--- config.mk ---
export PLATFORM = sky130hd
export DESIGN_NAME = dispmem_write_sched
export DESIGN_NICKNAME = d
export VERILOG_FILES = /design/src/rtl/dispmem_write_sched.sv
export SDC_FILE = /design/constraint.sdc
export NUM_CORES = 1
export LEC_CHECK = 0
export CORE_MARGIN = 2
export CORE_UTILIZATION = 30
export CTS_CLUSTER_DIAMETER = 80
export DETAILED_ROUTE_END_ITERATION = 12
export PLACE_DENSITY = 0.62
export SETUP_SLACK_MARGIN = 0.3
export SLEW_MARGIN = 15
export SYNTH_ARGS = -nofsm -noshare
export SYNTH_HDL_FRONTEND = slang
export SYNTH_SLANG_ARGS = --single-unit
--- constraint.sdc ---
create_clock -name clk -period 4.11 [get_ports clk]
set_input_delay 0.6165 -clock clk [delete_from_list [all_inputs] [get_ports clk]]
set_output_delay 0.6165 -clock clk [all_outputs]
set_load 0.01 [all_outputs]
--- src/rtl/dispmem_write_sched.sv ---
// Display-memory write-port scheduler: shares one registered write port between the
// host stream and a constant-word fill engine that can defer to end-of-frame.
package v;
  localparam int DISPADDR_W = 12;
  localparam int DISPDATA_W = 16;
endpackage

module dispmem_write_sched #(
  parameter int ADDR_W = v::DISPADDR_W,
  parameter int DATA_W = v::DISPDATA_W
) (
  input  logic              clk,
  input  logic              reset_ni,
  input  logic              end_of_frame_i,
  input  logic              host_valid_i,
  output logic              host_ready_o,
  input  logic [ADDR_W-1:0] host_addr_i,
  input  logic [DATA_W-1:0] host_data_i,
  input  logic              fill_start_i,
  input  logic              fill_vsync_i,
  input  logic [ADDR_W-1:0] fill_addr_i,
  input  logic [ADDR_W-1:0] fill_count_i,
  input  logic [DATA_W-1:0] fill_data_i,
  input  logic              fill_abort_i,
  output logic              fill_busy_o,
  output logic              fill_done_o,
  output logic              wr_en_o,
  output logic [ADDR_W-1:0] wr_addr_o,
  output logic [DATA_W-1:0] wr_data_o
);

  typedef enum logic [1:0] {IDLE, WAIT_VS, RUN} state_t;

  state_t            state, state_nx;
  logic              last_fill;  // previous RUN slot went to the fill engine
  logic [ADDR_W-1:0] fill_ptr, fill_left;
  logic [DATA_W-1:0] fill_word;
  logic              start_ok, host_grant, fill_grant, fill_last;

  always_ff @(posedge clk) begin
    if (!reset_ni) state <= IDLE;
    else           state <= state_nx;
  end

  always_comb begin
    state_nx = state;
    case (state)
      IDLE:    if (start_ok && fill_count_i != '0) state_nx = fill_vsync_i ? WAIT_VS : RUN;
      WAIT_VS: if (fill_abort_i) state_nx = IDLE;
               else if (end_of_frame_i) state_nx = RUN;
      RUN:     if (fill_abort_i || fill_last) state_nx = IDLE;
      default: state_nx = IDLE;
    endcase
  end

  // Host readiness depends only on registered state so it never combinationally loops on valid.
  always_comb begin
    host_ready_o = reset_ni && (state != RUN || last_fill);
    host_grant   = host_valid_i && host_ready_o;
    fill_grant   = (state == RUN) && !host_grant;
    fill_last    = fill_grant && (fill_left == ADDR_W'(1));
    start_ok     = (state == IDLE) && fill_start_i && !fill_abort_i;
  end

  always_ff @(posedge clk) begin
    if (!reset_ni) begin
      wr_en_o     <= 1'b0;
      wr_addr_o   <= '0;
      wr_data_o   <= '0;
      fill_busy_o <= 1'b0;
      fill_done_o <= 1'b0;
      last_fill   <= 1'b0;
      fill_ptr    <= '0;
      fill_left   <= '0;
      fill_word   <= '0;
    end else begin
      wr_en_o     <= host_grant || fill_grant;
      fill_busy_o <= (state_nx != IDLE);
      fill_done_o <= (start_ok && fill_count_i == '0) || (fill_last && !fill_abort_i);
      last_fill   <= fill_grant;
      if (host_grant) begin
        wr_addr_o <= host_addr_i;
        wr_data_o <= host_data_i;
      end else if (fill_grant) begin
        wr_addr_o <= fill_ptr;
        wr_data_o <= fill_word;
      end
      if (start_ok) begin
        fill_ptr  <= fill_addr_i;
        fill_left <= fill_count_i;
        fill_word <= fill_data_i;
      end else if (fill_grant) begin
        fill_ptr  <= fill_ptr + ADDR_W'(1);
        fill_left <= fill_left - ADDR_W'(1);
      end
    end
  end

endmodule

# ---- Yosys cells after proc, flatten, opt, wreduce, memory -nomap -nowiden
# Index checks and enable logic that the tools add are counted.
dict set report word_totals {
  regBits 74
  in_bits 75
  word_cells 51
}
dict set report classes {
  n_addsub 2
  n_eq_ne 4
  muxes 14
  reduce_logical 21
}
# operator n
set op_table {}
lappend op_table {{$mux W12} 6}
lappend op_table {{$mux W16} 2}
lappend op_table {{$add A12 B1 Y12 const B} 1}
lappend op_table {{$eq A12 B1 Y1 const B} 1}
lappend op_table {{$logic_not A12 Y1} 1}
lappend op_table {{$reduce_bool A12 Y1} 1}
lappend op_table {{$sub A12 B1 Y12 const B} 1}
lappend op_table {{$mux W2} 5}
lappend op_table {{$logic_and A1 B1 Y1} 9}
lappend op_table {{$pmux W2 S3} 1}
lappend op_table {{$reduce_bool A2 Y1} 3}
lappend op_table {{$logic_or A1 B1 Y1} 4}
lappend op_table {{$eq A2 B1 Y1 const B} 1}
lappend op_table {{$eq A2 B2 Y1 const B} 1}
lappend op_table {{$logic_not A1 Y1} 2}
lappend op_table {{$logic_not A2 Y1} 1}
lappend op_table {{$ne A2 B2 Y1 const B} 1}

# ---- Logic depth before layout (Yosys ltp)
dict set report depth {
  word_depth 11
  mapped_depth 7
}

# ---- Least setup slack after synthesis
# No wires, ideal clock.
dict set report synth_timing {
  kind {input to output}
  startpoint {input reset_ni}
  endpoint {output host_ready_o}
  arrival_ns 1.261
  required_time_ns 3.493
  path_slack_ns 2.232
  path_stages 4
  n_path_buf 2
  path_cell_list {buf_4 > inv_2 > clkbuf_1 > nor2_1}
}
dict set report synth_between {
  elab_chain_len 1
}
# item line
set synth_rtl {}
lappend synth_rtl {{start, declared} 13} ;# input logic reset_ni,
lappend synth_rtl {{$logic_and A1 B1 Y1} 58} ;# host_ready_o = reset_ni && (state != RUN || last_fill);
lappend synth_rtl {{end, declared} 16} ;# output logic host_ready_o,
# Every way passes these cells.

# ---- Final worst setup path
# Ends and elaborated chain as after synthesis.

==> out/qor.csv <==
stage,metric,value,unit
outcome,status,finished with violations,
outcome,failing checks,design-rule violations,
pwr,Switch Pwr,0.000490,W
place,DPL Wire Length,6980,microns
layout,Antenna Cells,0,
synthesis,register bit total from synthesis,74,
layout,ratio of cells with drive above 1 in the final layout,10.4,%
synthesis,ys async rst share,0,%
clock_tree,worst skew pair latency,0.33,ns
place,IO buf count,106,
drt,drt first-iter violations,210,
grt,global route overflow,0,
synthesis,leading cell types by count after synthesis,"nand2_1 (110), dfxtp_1 (74), nor2_1 (43)",
layout,fin area,5010,sq um
pwr,switching share of total power,24.6,%
pwr,"IR drop worst, VDD",174,uV
clock_tree,post-CTS setup repair buffer count,0,
critical_path,CP max-delay cell,clkdlybuf4s50_1,
pwr,Comb pwr share,16.2,%
synthesis,Synth area leaders,"dfxtp_1 (41%), nand2_1 (12%), a311oi_2 (8.8%)",
drt,"antenna viol nets, final",0,
synthesis,Main synth FF type,dfxtp_1,
synthesis,top-count cell post-synth,nand2_1,
die,Core Region,11500,sq um
run,maxcap violations,0,
timing,Clock Skew,0.00740,ns
clock_tree,cts bufs inserted,9,
critical_path,"Req. time, crit path",3.49,ns
clock_tree,CTS H-tree depth,3,
critical_path,CP top delay family,buffers and inverters,
die,Initial Utilization,31.1,%
synthesis,post-synthesis sequential area ratio,41.4,%
timing,Least-Margin Pin Slew,0.840,ns
synthesis,Cell variety after synth,56,
grt,initial antenna violation count,0,
synthesis,synthesized net count,505,
place,routability congestion estimate,0.796,
timing,Fmax,357,MHz
pwr,sequential fraction of design power,40.4,%
critical_path,slowest cell delay on critical path,0.58,ns
clock_tree,CTS Buffer Depth,2,
timing,setup TNS,0,ns
timing,Max Slew Vio Count,0,
grt,first-pass GRT wire length,16700,microns
pwr,power per standard cell area,397,nW/um^2
timing,Setup WS post-layout,1.31,ns
place,pre-CTS setup slack,1.07,ns
timing,Final Critical Period,2.80,ns
drt,Vias/cell,5.20,
die,I/O pins,107,
layout,Nets,595,
die,Die H,113,microns
synthesis,Ys Warns,0,
drt,drt drc,10,
synthesis,Post-synth EDFFs,0,
critical_path,Setup CP Type,in -> out,
drt,total wire length,10200,microns
critical_path,crit-path max FO,20,
layout,Fillers,1189,
drt,drt first pass iters,8,
timing,worst hold slack,0.459,ns
synthesis,Synth Area per Inst,8.38,sq um
layout,post-route core utilization,43.5,%
die,die width,113,microns
grt,vias in the first global route,3500,
timing,"Period Utilization, post-route",68.1,%
timing,"Hold Vio Cnt, Final",0,
die,row count,39,
clock_tree,"Clk pin slew, worst setup/hold paths",0.05,ns
die,Die ar.,12800,sq um
clock_tree,hold buffer count at cts,0,
critical_path,Worst EP arrival,2.18,ns
timing,unrepaired setup endpoints after global routing,false,
synthesis,Cells after Synth,427,
grt,Total Routing Usage GR,15.9,%
place,DP Area,4680,sq um
timing,max_slew headroom,43.8,%
synthesis,post-synth top area share,41.4,%
critical_path,crit-path cells,clkdlybuf4s50_1 -> buf_4 -> inv_2 -> nor2_1 -> clkdlybuf4s50_1,
drt,Wirelength per Cell,15.4,microns
pwr,leakage dissipation,1.70,nW
pwr,cell internal pwr,0.00150,W
pwr,Clk pwr share,43.4,%
critical_path,CP Launch Type,input pin,
clock_tree,Root Buffer,clkbuf_16,
layout,area grow syn2layout,40.1,%
clock_tree,CTS tree,done,
critical_path,"most used cell, CP",clkdlybuf4s50_1,
grt,largest net degree at the start of global routing,62,
clock_tree,post_cts resized,0,
timing,final setup violating endpoints,0,
critical_path,Buffers & Inverters on Critical Path,4,
synthesis,"Cell Area, Synth",3580,sq um
synthesis,post-synth top area cell,dfxtp_1,
clock_tree,clk sink count,74,
critical_path,Setup crit end kind,output pin,
drt,DR vias,3454,
min_path,Hold Path Class,reg -> reg,
[power groups by stage]
stage | registers [W] | clock network [W] | logic, W
floorplan | 0.000819 | 0 | 0.000166
global placement | 0.000817 | 0 | 0.000319
detailed placement | 0.000819 | 0 | 0.000324
CTS | 0.000803 | 0.000882 | 0.000326
global route | 0.000811 | 0.000909 | 0.000352
finish | 0.000804 | 0.000863 | 0.000323
[path summary, 6_finish.rpt]
kind / startpoint / end / slack [ns] / cells after the start
max: reset_ni / host_ready_o / 1.31 / 5
min: fill_word[10] / fill_word[10] / 0.46 / 2
max reg2reg: state[1] / fill_ptr[9] / 1.89 / 5
min reg2reg: fill_word[10] / fill_word[10] / 0.46 / 2
[stage by stage]
step,std cells,power (W)
finish,664,0.00199
global placement,649,0.00114
global route,664,0.00207
floorplan,427,0.000985
detailed placement,649,0.00114
CTS,664,0.00201
[worst reg2reg max path, stage by stage, from the launching register on]
cell and delay, ns:
dfxtp_1 0.50, nand2b_1 0.14, buf_4 0.28, nor2_1 0.70
o311ai_0 0.31, a31oi_1 0.21
[routing by layer]
metal,wire [microns],vias to the layer above,GRT usage [%]
met4,126,0,4.80
met2,4910,101,27.5
met5,0,-,0
met1,4630,1628,20.7
met3,553,11,2.25
li1,-,1714,-
[placed cells by master (no fill, tap or decap), types with 8 or more instances in the layout]
master	netlist	routed
o21ai_0	9	9
a21oi_1	28	28
clkdlybuf4s50_1	0	106
nor2_1	43	43
a311oi_2	21	21
nand2_1	110	110
dfxtp_1	74	74
a31oi_1	9	9
a311oi_1	8	8
clkbuf_16	0	9
[logic make-up after synthesis]
family	after synthesis	synth area share [%]
compound gates	107	25.4
xor+xnor	2	0.490
buf+inv	38	5.59
fa+ha+maj	3	1.05
simple gates	201	25.5
mux	2	0.629
flops	74	41.4
[state kept, by name (all words and copies together), names as in the netlist]
name	flops
state	2
wr_data_o	16
wr_addr_o	12
wr_en_o	1
fill_word	16
fill_left	12
fill_ptr	12
fill_done_o	1
fill_busy_o	1
last_fill	1
[final cells by class]
type / instances / area (sq um) / share of cell area (%)
Tap cell: 143 / 179 / 3.57
Clock inverter: 4 / 75.1 / 1.50
Multi-Input combinational cell: 315 / 1900 / 37.9
Timing Repair Buffer: 112 / 1110 / 22.1
Clock buffer: 11 / 253 / 5.04
Inverter: 5 / 18.8 / 0.374
Sequential cell: 74 / 1480 / 29.6
(Power assumes the default switching activity.)
